[src/rtl/serial_tx.sv]
// serial_tx: parallel-to-serial frame transmitter (start bit, N data bits LSB first, stop bit).
// Define SERIAL_TX_PARITY_EN to insert an even-parity bit between the last data bit and the stop bit.
module serial_tx #(
  parameter int N            = 8,
  parameter int CLKS_PER_BIT = 4
) (
  input  logic         clk,
  input  logic         rst_l,
  input  logic         send,
  input  logic [N-1:0] pdata,
  output logic         busy,
  output logic         sout
);

  localparam int DW = $clog2(CLKS_PER_BIT + 1);
  localparam int IW = $clog2(N + 1);
  localparam logic [DW-1:0] DIV_LAST = DW'(CLKS_PER_BIT - 1);
  localparam logic [IW-1:0] IDX_LAST = IW'(N - 1);

`ifdef SERIAL_TX_PARITY_EN
  typedef enum logic [2:0] {IDLE, START, DATA, PARITY, STOP} state_t;
`else
  typedef enum logic [1:0] {IDLE, START, DATA, STOP} state_t;
`endif

  state_t        state;
  state_t        state_nxt;
  logic [DW-1:0] div;
  logic [IW-1:0] idx;
  logic [N-1:0]  shift;
  logic [N-1:0]  shift_d;
  logic          bit_done;
  logic          sout_nxt;
  logic          busy_nxt;
`ifdef SERIAL_TX_PARITY_EN
  logic          par;
`endif

  assign bit_done = (div == DIV_LAST);

  always_ff @(posedge clk or negedge rst_l) begin
    if (!rst_l) state <= IDLE;
    else        state <= state_nxt;
  end

  always_comb begin
    state_nxt = state;
    case (state)
      IDLE:   if (send) state_nxt = START;
      START:  if (bit_done) state_nxt = DATA;
`ifdef SERIAL_TX_PARITY_EN
      DATA:   if (bit_done && idx == IDX_LAST) state_nxt = PARITY;
      PARITY: if (bit_done) state_nxt = STOP;
`else
      DATA:   if (bit_done && idx == IDX_LAST) state_nxt = STOP;
`endif
      STOP:   if (bit_done) state_nxt = IDLE;
      default: state_nxt = IDLE;
    endcase
  end

  // Outputs are computed from the upcoming state so they can be registered without lag.
  always_comb begin
    shift_d = shift;
    if (state == IDLE && send)
      shift_d = pdata;
    else if (state == DATA && bit_done)
      shift_d = shift >> 1;

    busy_nxt = (state_nxt != IDLE);
    sout_nxt = 1'b1;
    case (state_nxt)
      START:  sout_nxt = 1'b0;
      DATA:   sout_nxt = shift_d[0];
`ifdef SERIAL_TX_PARITY_EN
      PARITY: sout_nxt = par;
`endif
      default: sout_nxt = 1'b1;
    endcase
  end

  always_ff @(posedge clk or negedge rst_l) begin
    if (!rst_l) begin
      div   <= '0;
      idx   <= '0;
      shift <= '0;
      busy  <= 1'b0;
      sout  <= 1'b1;
    end else begin
      shift <= shift_d;
      busy  <= busy_nxt;
      sout  <= sout_nxt;
      if (state == IDLE || bit_done) div <= '0;
      else                           div <= div + 1'b1;
      if (state == IDLE)                  idx <= '0;
      else if (state == DATA && bit_done) idx <= idx + 1'b1;
    end
  end

`ifdef SERIAL_TX_PARITY_EN
  // Parity is taken from the word at accept time because the shift register is consumed.
  always_ff @(posedge clk or negedge rst_l) begin
    if (!rst_l)                 par <= 1'b0;
    else if (state == IDLE && send) par <= ^pdata;
  end
`endif

endmodule

[config.mk]
export PLATFORM = sky130hd
export DESIGN_NAME = serial_tx
export DESIGN_NICKNAME = d
export VERILOG_FILES = /design/src/rtl/serial_tx.sv
export SDC_FILE = /design/constraint.sdc
export NUM_CORES = 1
export LEC_CHECK = 0
export CORE_ASPECT_RATIO = 1.25
export CORE_UTILIZATION = 55
export DETAILED_ROUTE_END_ITERATION = 12
export GPL_TIMING_DRIVEN = 0
export PLACE_DENSITY = 0.81
export SYNTH_ARGS = -nofsm -noshare
export SYNTH_HDL_FRONTEND = slang
export SYNTH_SLANG_ARGS = --single-unit
[constraint.sdc]
create_clock -name clk -period 2.8 [get_ports clk]
set_input_delay 0.28 -clock clk [delete_from_list [all_inputs] [get_ports clk]]
set_output_delay 0.28 -clock clk [all_outputs]
set_load 0.02 [all_outputs]
==> results.yml <==
run_status:
  status: "finished clean"
setup_path:
  start_kind: "flop"
  r2r-end: "sout"
  crit_arrival_ns: 1.97
  reg2reg_depth: 8
  cp-startpoint: "div[0]"
  critPathMaxStageDelay_ns: 0.40
  crit_type: "flop to flop"
  worstPathMaxFanout: 10
  crit_end: "sout"
  crit_slowest_cell: "o311a_1"
  crit_path_end_kind: "flop"
  cpMostUsedCell: "ha_1"
  r2r-start: "div[0]"
  crit_chain: "ha_1 -> ha_1 -> buf_2 -> nand3b_1 -> o311a_1 -> inv_1 -> nand2_1 -> o21a_1"
  cp_data_required_time_ns: 3.03
  rrSetupSlack_ns: 1.06
grt:
  grt_first_pass_wirelength_um: 2860
  gr-usage-all-layers_pct: 23.4
  antenna_found_initial: 0
  gr-total-overflow: 0
  grt_pass1_vias: 689
  grt_max_degree: 20
job:
  max_cap_viol_count: 0
sta:
  period_share_pct: 62.0
  relSlewSlack_pct: 46.7
  fmax_ghz: 0.576
  setup_tns_ns: 0
  worstMarginPinSlew_ns: 0.796
  slew_violations: 0
  finClkSkew_ns: 0.00299
  period_minus_slack_ns: 1.74
  finalSetupViolCount: 0
  hold_viol: 0
  rsz0062_at_grt: "false"
cts:
  cts_resized: 0
  clk_pin_slew_ns: 0.10
  clock_latency_ns: 0.29
  postCtsSetupRepairBufs: 0
  root_buffer: "clkbuf_4"
  cts_tree: "yes"
  cts.sinks: 19
  cts_buffer_depth: 2
  h-tree-depth: 1
  holdBufCountCts: 0
  cts_buffers: 3
power:
  finalPower_w: 0.000963
  p_comb_share_pct: 40.1
  peakVddDrop_uv: 582
  power_leakage_nw: 0.499
  internal-power_w: 0.000612
  seq_power_share_pct: 45.7
  switchingPower_w: 0.000350
  clock_power_share_pct: 14.2
  powerDensity_mw_per_mm2: 906
  swShare_pct: 36.4
route:
  drtPass1Iterations: 4
  vias: 667
  ant_nets: 0
  first_iter_violations: 9
  wirelength_um: 1710
  routed_via_density: 5.61
  drc_errors: 0
  wire_per_inst_um: 14.4
synthesis:
  ys_seq_elements: 19
  synth_largest_area_cell: "dfrtp_1"
  synth.area.top_cells: "dfrtp_1 (50%), nand2_1 (5.9%), a22o_1 (4.9%), ha_1 (4.2%), dfstp_2 (2.9%)"
  netlist_area_um2: 895
  synth_fp_nets: 100
  postSynthCellCount: 86
  yosysSeqAreaShare_pct: 53.3
  synth_cell_types: 29
  avgSynthCellArea_um2: 10.4
  ys_warn_count: 0
  synth_top_cell_area_share_pct: 50.3
placement:
  port_buffers: 12
  place_congestion: 0.714
  hpwl_um: 1270
floorplan:
  core_area_mm2: 0.00145
  die-area_mm2: 0.00179
  die_width_um: 38.1
  start_util_pct: 61.9
  pin_count: 13
  row_count: 15
  die_y_um: 47.1
finish:
  layout-drive-gt1-share_pct: 10.8
  nets: 117
  fin_util_pct: 73.5
  final_cell_mix: "dfrtp_1 (18), nand2_1 (14), clkdlybuf4s50_1 (12)"
  n_antenna_cell: 0
  mostFrequentLayoutCell: "dfrtp_1"
  area_delta_synth_final_pct: 18.7
worst_hold_path:
  hp-class: "input port to async pin"
-- worst min path at each step --
stage / startpoint / endpoint / slack, ns / depth (start not counted)
2_1_floorplan: rst_l / busy / -0.02 / 0
3_3_place_gp: div[0] / div[0] / 0.42 / 1
3_5_place_dp: div[0] / div[0] / 0.43 / 1
4_1_cts: div[0] / div[0] / 0.45 / 1
5_1_grt: div[0] / div[0] / 0.48 / 1
6_report: rst_l / shift[1] / 0.44 / 1
-- power by group through the flow --
stage	Sequential (W)	Clock, W	Combinational, W
floorplan	0.000448	0	0.000265
global placement	0.000439	0	0.000371
detailed placement	0.000448	0	0.000391
CTS	0.000442	0.000139	0.000392
global route	0.000455	0.000152	0.000431
finish	0.000440	0.000137	0.000386
-- metrics by stage --
step / cells / hold WS [ns] / cell area, um2 / setup slack [ns]
3_5_place_dp: 115 / 0.431 / 1040 / 0.998
6_report: 119 / 0.440 / 1060 / 1.06
5_1_grt: 119 / 0.485 / 1060 / 0.940
4_1_cts: 119 / 0.445 / 1060 / 1.04
2_1_floorplan: 86 / -0.0156 / 895 / 1.19
3_3_place_gp: 115 / 0.421 / 1040 / 1.05
-- Yosys cell counts (all sizes together) --
cell type  instances
buf                4
inv                7
a22o               5
ha                 3
or3b               1
nand3b             1
o311a              1
a221o              1
o32a               1
mux2i              1
and3b              1
nor3b              2
nor2               7
nand2b             2
a22oi              3
o22ai              2
xor2               1
dfstp              1
nor3               3
a21o               1
o21bai             1
o21a               1
mux2               1
nand2             14
a31oi              2
dfrtp             18
nand4              1
-- sequential cells by signal, indices dropped and copies added, names as in the netlist --
| register | count |
|---|---|
| busy | 1 |
| div | 3 |
| idx | 4 |
| shift | 8 |
| sout | 1 |
| state | 2 |
-- final cells by class --
type                            instances  area [um2]
Clock buffer                            4        26.3
Inverter                                7        26.3
Multi-Input combinational cell         56         369
Timing Repair Buffer                   12         120
Sequential cell                        19         477
Buffer                                  4        22.5
Tap cell                               17        21.3
Fill cell                             111         383
-- routing by layer --
layer | wire length [um] | vias to the layer above | global-route usage (%)
met2 | 918 | 13 | 45.1
met1 | 731 | 315 | 24.9
met4 | 27 | 0 | 8.57
li1 | - | 335 | -
met5 | 0 | - | 0
met3 | 35 | 4 | 4.27
-- worst max-delay path, delay by kind of cell, from the launching register on --
family / cells / cell delay [ns]
buffers and inverters: 2 / 0.30
DFF: 1 / 0.36
AOI/OAI and AO/OA: 2 / 0.51
adders and majority gates: 2 / 0.30
and+or+nand+nor: 2 / 0.20
-- kinds of logic (layout without fill, tap and decap cells) --
logic type,Yosys count,count (layout),share of synthesized area [%]
DFF,19,19,53.3
muxes,2,2,2.38
AOI/OAI and AO/OA,18,18,16.1
xor gates and xnor gates,1,1,0.979
buffers and inverters,11,27,5.45
and+or+nand+nor,32,32,17.6
adders and majority gates,3,3,4.20
Power figures use the tool's default switching activity.
